## src/rtl/clk_div_pkg.sv

```systemverilog
// clk_div_pkg
// Shared constants and a helper function for the clock-divider bank.
//   CH_IDX_W        : width of the configuration channel index
//   MAX_CH          : largest channel count the index can address
//   CNT_W_DEFAULT   : default divisor/counter width
//   DEF_DIV_DEFAULT : default divisor loaded into every channel at reset
package clk_div_pkg;

    localparam int CH_IDX_W        = 4;
    localparam int MAX_CH          = 16;
    localparam int CNT_W_DEFAULT   = 8;
    localparam int DEF_DIV_DEFAULT = 1;

    // True when a configuration index addresses a channel that exists.
    function automatic logic ch_in_range(input logic [CH_IDX_W-1:0] idx,
                                         input int num_ch);
        return (int'(idx) < num_ch);
    endfunction

endpackage

```

## src/rtl/clk_div_ch.sv

```systemverilog
// clk_div_ch
// One divided-clock channel: counter, output toggle flop, tick pulse and
// active divisor. Output period is 2*(div+1) input clocks.
// Build option: CLK_DIV_GLITCHFREE_EN
//   defined   : writes go to a shadow register and are adopted at the next
//               falling edge of clk_out (or at once when the channel is off)
//   undefined : writes load the active divisor on the accepting edge
// Ports:
//   clk, rst  : clock, asynchronous active-high reset
//   en        : run enable for this channel
//   wr_en     : accepted divisor write targeting this channel
//   wr_div    : divisor value for the write
//   clk_out   : registered divided clock
//   tick      : one-cycle pulse in the cycle clk_out rises
//   pending   : (CLK_DIV_GLITCHFREE_EN only) shadow divisor awaiting adoption
module clk_div_ch
    import clk_div_pkg::*;
#(
    parameter int CNT_W   = CNT_W_DEFAULT,
    parameter int DEF_DIV = DEF_DIV_DEFAULT
) (
    input  logic             clk,
    input  logic             rst,
    input  logic             en,
    input  logic             wr_en,
    input  logic [CNT_W-1:0] wr_div,
    output logic             clk_out,
`ifdef CLK_DIV_GLITCHFREE_EN
    output logic             pending,
`endif
    output logic             tick
);

    logic [CNT_W-1:0] cnt_q, cnt_d;
    logic [CNT_W-1:0] div_q, div_d;
    logic             clk_out_q, clk_out_d;
    logic             tick_q, tick_d;
    logic             wrap;

    // >= rather than == so a divisor written below the running count
    // forces an immediate toggle-and-clear instead of a counter wrap.
    assign wrap = (cnt_q >= div_q);

`ifdef CLK_DIV_GLITCHFREE_EN
    logic [CNT_W-1:0] shadow_q, shadow_d;
    logic             pend_q, pend_d;
    logic             fall;

    // Falling edge of clk_out is the period boundary where a new divisor
    // can be adopted without shortening a half-period.
    assign fall    = en & wrap & clk_out_q;
    assign pending = pend_q;
`endif

    always_comb begin
        cnt_d     = cnt_q;
        clk_out_d = clk_out_q;
        tick_d    = 1'b0;
        div_d     = div_q;
        if (!en) begin
            cnt_d     = '0;
            clk_out_d = 1'b0;
        end else if (wrap) begin
            cnt_d     = '0;
            clk_out_d = ~clk_out_q;
            tick_d    = ~clk_out_q;
        end else begin
            cnt_d = cnt_q + CNT_W'(1);
        end
`ifdef CLK_DIV_GLITCHFREE_EN
        shadow_d = shadow_q;
        pend_d   = pend_q;
        if (wr_en) begin
            // An idle channel has no period to protect, so take it at once.
            if (!en) begin
                div_d = wr_div;
            end else begin
                shadow_d = wr_div;
                pend_d   = 1'b1;
            end
        end else if (pend_q && (!en || fall)) begin
            div_d  = shadow_q;
            pend_d = 1'b0;
        end
`else
        if (wr_en) begin
            div_d = wr_div;
        end
`endif
    end

    always_ff @(posedge clk or posedge rst) begin
        if (rst) begin
            cnt_q     <= '0;
            div_q     <= CNT_W'(DEF_DIV);
            clk_out_q <= 1'b0;
            tick_q    <= 1'b0;
        end else begin
            cnt_q     <= cnt_d;
            div_q     <= div_d;
            clk_out_q <= clk_out_d;
            tick_q    <= tick_d;
        end
    end

`ifdef CLK_DIV_GLITCHFREE_EN
    always_ff @(posedge clk or posedge rst) begin
        if (rst) begin
            shadow_q <= CNT_W'(DEF_DIV);
            pend_q   <= 1'b0;
        end else begin
            shadow_q <= shadow_d;
            pend_q   <= pend_d;
        end
    end
`endif

    assign clk_out = clk_out_q;
    assign tick    = tick_q;

endmodule

```

## src/rtl/clk_div_bank.sv

```systemverilog
// clk_div_bank
// Bank of NUM_CH independent clock dividers with a valid/ready divisor
// write port. Writes to a nonexistent channel are accepted, change nothing,
// and raise cfg_err for one cycle.
// Build option: CLK_DIV_GLITCHFREE_EN
//   defined   : divisor updates are deferred to a period boundary and
//               cfg_ready drops while any channel holds a pending update
//   undefined : divisor updates apply immediately, cfg_ready is always 1
// Ports:
//   clk, rst  : clock, asynchronous active-high reset
//   en        : per-channel run enable
//   cfg_valid, cfg_ch, cfg_div, cfg_ready : divisor write handshake
//   cfg_err   : one-cycle pulse on an accepted write to a bad channel
//   clk_out   : divided clocks, 50% duty
//   tick      : per-channel pulse on each clk_out rising edge
//   dummy_out : toggles every cycle while any channel is enabled
module clk_div_bank
    import clk_div_pkg::*;
#(
    parameter int NUM_CH  = 4,
    parameter int CNT_W   = CNT_W_DEFAULT,
    parameter int DEF_DIV = DEF_DIV_DEFAULT
) (
    input  logic                clk,
    input  logic                rst,
    input  logic [NUM_CH-1:0]   en,
    input  logic                cfg_valid,
    input  logic [CH_IDX_W-1:0] cfg_ch,
    input  logic [CNT_W-1:0]    cfg_div,
    output logic                cfg_ready,
    output logic                cfg_err,
    output logic [NUM_CH-1:0]   clk_out,
    output logic [NUM_CH-1:0]   tick,
    output logic                dummy_out
);

    logic              cfg_fire;
    logic [NUM_CH-1:0] wr_sel;
    logic              cfg_err_q, cfg_err_d;
    logic              dummy_q, dummy_d;

    assign cfg_fire = cfg_valid & cfg_ready;

    // Decode by comparison so an out-of-range index selects no channel.
    always_comb begin
        wr_sel = '0;
        for (int i = 0; i < NUM_CH; i++) begin
            wr_sel[i] = cfg_fire && (int'(cfg_ch) == i);
        end
    end

    always_comb begin
        cfg_err_d = cfg_fire & ~ch_in_range(cfg_ch, NUM_CH);
        dummy_d   = (|en) ? ~dummy_q : dummy_q;
    end

    always_ff @(posedge clk or posedge rst) begin
        if (rst) begin
            cfg_err_q <= 1'b0;
            dummy_q   <= 1'b1;
        end else begin
            cfg_err_q <= cfg_err_d;
            dummy_q   <= dummy_d;
        end
    end

`ifdef CLK_DIV_GLITCHFREE_EN
    logic [NUM_CH-1:0] pending;
    assign cfg_ready = ~|pending;
`else
    assign cfg_ready = 1'b1;
`endif

    for (genvar g = 0; g < NUM_CH; g++) begin : g_ch
        clk_div_ch #(
            .CNT_W   (CNT_W),
            .DEF_DIV (DEF_DIV)
        ) u_ch (
            .clk     (clk),
            .rst     (rst),
            .en      (en[g]),
            .wr_en   (wr_sel[g]),
            .wr_div  (cfg_div),
            .clk_out (clk_out[g]),
`ifdef CLK_DIV_GLITCHFREE_EN
            .pending (pending[g]),
`endif
            .tick    (tick[g])
        );
    end

    assign cfg_err   = cfg_err_q;
    assign dummy_out = dummy_q;

endmodule

```

## config.mk

```make
export PLATFORM = sky130hd
export DESIGN_NAME = clk_div_bank
export DESIGN_NICKNAME = d
export VERILOG_FILES = /design/src/rtl/clk_div_pkg.sv /design/src/rtl/clk_div_ch.sv /design/src/rtl/clk_div_bank.sv
export SDC_FILE = /design/constraint.sdc
export NUM_CORES = 1
export LEC_CHECK = 0
export CORE_MARGIN = 2
export CORE_UTILIZATION = 45
export CTS_BUF_LIST = sky130_fd_sc_hd__clkbuf_16
export DETAILED_ROUTE_END_ITERATION = 16
export HOLD_SLACK_MARGIN = 0.06
export PLACE_DENSITY = 0.67
export SLEW_MARGIN = 20
export SYNTH_ARGS = -nofsm -noshare
export SYNTH_HDL_FRONTEND = slang
export SYNTH_SLANG_ARGS = --single-unit
export TNS_END_PERCENT = 50
```

## constraint.sdc

```tcl
create_clock -name clk -period 2.85 [get_ports clk]
set_input_delay 0.855 -clock clk [delete_from_list [all_inputs] [get_ports clk]]
set_output_delay 0.855 -clock clk [all_outputs]
set_load 0.005 [all_outputs]
```

# After elaboration in Yosys (flattened, before gate mapping)
# Index checks and enable logic that the tools add are counted.
# op_classes
add_sub_neg,4
magnitude_cmp,5
n_eq_ne,7
muxes,24
bitwise,7
reduce_logical,6
# ops
operator,n
$mux 8,8
$add 8x1->8 const B,4
$ge 8x8->1,4
$mux 1,16
$eq 4x3->1 const B,2
$ne 2x1->1 const B,4
$not 1->1,6
$eq 4x2->1 const B,1
$logic_and 1x1->1,4
$logic_not 4->1,1
$lt 4x3->1 const B,1
$reduce_or 4->1,1
$and 1x1->1,1
# totals
ff_bits,74
in_bits,19
out_inout_bits,11
word_cells,71

# Longest topological paths before layout
# depth
depth_word,3
ltp_mapped,6
depth_no_buf,6

# By module
# Synthesis repeated with hierarchy kept, for this count alone.
# unflattened
hier_cells,389
area_unflattened_um2,4072.7
# modules_own_cells
module,n_inst,cells_each,area_each_um2,seq_area_each_um2
clk_div_ch,4,94,983.4,451.7
clk_div_bank,1,13,138.9,51.3

# Least setup slack after synthesis
# No wires, ideal clock.
# synth_path
kind,input port to flip-flop
start,input cfg_ch[2]
end,register g_ch[2].u_ch.div_q[1]
setup_ns,0.125
t_arrival_ns,1.806
t_required_ns,2.725
slack_ns,0.919
cell_stages,4
n_path_buf,0
cell_sequence,nor2_4 > nand2_2 > nor3b_4 > mux2_2
# synth_between
elab_chain_len,2
# synth_rtl
item,line_no,source
start: declaration,clk_div_bank.sv:28,"input logic [CH_IDX_W-1:0] cfg_ch,"
$eq 4x3->1,clk_div_bank.sv:48,wr_sel[i] = cfg_fire && (int'(cfg_ch) == i);
$logic_and 1x1->1,clk_div_bank.sv:48,
end signal: assignment,clk_div_ch.sv:95,div_q <= CNT_W'(DEF_DIV);
end signal: assignment,clk_div_ch.sv:100,div_q <= div_d;
end: declaration,clk_div_ch.sv:35,"logic [CNT_W-1:0] div_q, div_d;"
# Every way passes these cells.
# A chain may end at the register's enable or synchronous reset.

# Worst setup path after layout
# layout_path
start,"register dummy_q, in the netlist dummy_out"
end,output dummy_out
# layout_lines
item,line_no,source
start: declaration,clk_div_bank.sv:40,"logic dummy_q, dummy_d;"
start signal: assignment,clk_div_bank.sv:63,dummy_q <= dummy_d;
end: declaration,clk_div_bank.sv:34,output logic dummy_out
# No word-level cell between the ends.

==> results.toml <==
[hold_path]
min_from = "dummy_out"
hold_depth = 1
hold_path_end = "dummy_out"
hp-class = "reg -> reg"

[setup_path]
path_max_fanout = 2
max_stage_delay_ns = 0.53
worstReg2RegEnd = "g_ch[2].u_ch.cnt_q[3]"
r2r-start = "g_ch[2].u_ch.cnt_q[0]"
cp.arrival_ns = 1.35
crit_type = "reg -> out"
cp_slowest_cell = "dfstp_2"
required_ns = 2.00
crit_family = "flip-flops"
r2r_slack_ns = 0.92
crit_buf_inv = 1
path_cells = "clkdlybuf4s50_1"
reg2reg_depth = 6
worstSetupEndpointType = "output port"
start_kind = "flop"

[yosys]
yosysTopAreaCell = "dfrtp_1"
ys_ff_latch = 74
synthTopCellsByCount = "dfrtp_1, inv_1, ha_1"
synth-main-ff-cell = "dfrtp_1"
yosysWarnings = 0
synth_edf_count = 0
syn_nets = 419
synthTopCellsByArea = "dfrtp_1, ha_1, mux2_2"
synth_area_sq_um = 4200
synth_cell_types = 37
synthCells = 364
syn_area_per_cell_sq_um = 11.54
ys_seq_area_frac = 0.4424
async_flop_share = 1.000
netlist.area_leader.share = 0.4111
yosysMostFrequentCell = "dfrtp_1"

[sta]
fmax_mhz = 454.0
worst_pin_slew_ns = 0.5504
tns_ns = 0
finClkSkew_ns = 0.008112
period_needed_ns = 2.203
relSlewSlack = 0.6326
rsz0062_at_grt = "false"
finalHoldViolCount = 0
slew_violations = 0
period_share = 0.7728
setup_viol = 0

[die]
fp.dieArea_sq_um = 10120
die_x_um = 100.6
io_pins = 30
initial_core_util = 0.4589
rows = 35
core_area_sq_um = 9153
die_h_um = 100.6

[clocking]
holdBufCountCts = 0
clk_latency_ns = 0.33
cts_tree = "yes"
cts_sinks = 74
cts-resized-gates = 0
htree_levels = 3
cts-root-buf = "clkbuf_16"
cts_buffers = 9
post_cts_buffers = 0
ctsLongestPathBuffers = 2
cts.clk_slew.worst_paths_ns = 0.05

[drt]
ant_nets = 0
post_drt_via_cell_ratio = 5.455
first_pass_iters = 4
drt_iter0_markers = 79
via_count = 2793
drc = 0
routed_wirelength_um = 7637
wire_per_inst_um = 14.92

[power_and_ir_drop]
ir_drop_v = 0.0002979
p_per_area_nw_per_um2 = 679.4
leakagePower_nw = 2.214

[cells_and_area]
drive_gt1_frac = 0.2020
area_growth_pct = 15.28
final_area_sq_um = 4842
diodes = 0
fin_nets = 451

[grt]
grt_antenna_before_repair = 0
grt_pass1_vias = 2701
grt_usage = 0.1607
grt_max_degree = 35
grt_pass1_wl_um = 12570
gr-total-overflow = 0

[placed_design]
placed_area_sq_um = 4579
portBuffers = 28
hpwlAfterDp_um = 5792
finalWeightedCongestion = 0.7542

[flow_run]
maxCapViolCount = 0

[run_status]
outcome = "finished clean"
per-layer routing:
| metal | routed length [um] | vias up | global-route usage |
|---|---|---|---|
| li1 | - | 1349 | - |
| met1 | 3614 | 1384 | 0.2102 |
| met2 | 3607 | 45 | 0.2554 |
| met3 | 251 | 15 | 0.03190 |
| met4 | 163 | 0 | 0.07798 |
| met5 | 0 | - | 0 |
cell type report:
class	count	area [sq um]
Clock buffer	9	225.2
Clock inverter	7	37.54
Fill cell	812	4310
Inverter	45	168.9
Multi-Input combinational cell	236	2106
Sequential cell	74	1858
Tap cell	111	138.9
Timing Repair Buffer	30	307.8
state kept, by name, indices dropped and copies added, names as in the netlist:
name	cells
g_ch.u_ch.tick	4
dummy_out	1
g_ch.u_ch.div_q	32
g_ch.u_ch.clk_out	4
g_ch.u_ch.cnt_q	32
cfg_err	1
worst max-delay path by stage:
stage / start / end / slack [ns] / cells past startpoint
floorplan: rst / cfg_err / 0.12 / 1
global placement: cfg_ch[2] / g_ch[2].u_ch.div_q[3] / 0.36 / 5
detailed placement: cfg_ch[2] / g_ch[2].u_ch.div_q[5] / 0.33 / 5
CTS: dummy_out / dummy_out / 0.63 / 1
global route: cfg_ch[2] / g_ch[2].u_ch.div_q[5] / 0.62 / 5
finish: dummy_out / dummy_out / 0.65 / 1
where the power goes:
group	internal [mW]	total (mW)	leakage (nW)	switching (mW)
logic	0.480	0.912	1.13	0.432
clock network	0.577	0.999	0.130	0.422
registers	1.25	1.38	0.956	0.134
cells in the final DEF, fill, tap and decap left out, types with 5 or more instances in the layout:
| master | Yosys | routed |
|---|---|---|
| clkdlybuf4s50_1 | 0 | 28 |
| and3_1 | 5 | 5 |
| inv_1 | 44 | 44 |
| mux2_2 | 32 | 32 |
| clkbuf_16 | 0 | 9 |
| ha_1 | 36 | 36 |
| xnor2_1 | 11 | 11 |
| nor3_1 | 34 | 34 |
| dfstp_2 | 5 | 5 |
| nand2_1 | 9 | 9 |
| o211ai_1 | 8 | 8 |
| nor2_1 | 7 | 7 |
| xor2_1 | 14 | 14 |
| dfrtp_1 | 69 | 69 |
| nand3_1 | 19 | 19 |
per-stage QoR:
| step | std cells | setup slack (ns) | utilization | hold slack, ns | total power [mW] |
|---|---|---|---|---|---|
| final | 512 | 0.6474 | 0.5291 | 0.4905 | 3.290 |
| after global routing | 512 | 0.6166 | 0.5291 | 0.5132 | 3.496 |
| after CTS | 512 | 0.6348 | 0.5291 | 0.4953 | 3.323 |
| after detailed placement | 496 | 0.3343 | 0.5003 | 0.4840 | 2.313 |
| after global placement | 496 | 0.3636 | 0.5003 | 0.4780 | 2.281 |
| after floorplan | 364 | 0.1217 | - | 0.4588 | 2.081 |
kinds of logic after synthesis:
logic type	count (synthesis)	synth area share
mux	32	0.08579
flops	74	0.4424
fa+ha+maj	36	0.1072
other cells	1	0.0008928
xor+xnor	25	0.05213
buf+inv	54	0.05630
compound gates	32	0.09532
simple gates	110	0.1600
Note: power is estimated with default switching activity, not from simulation.
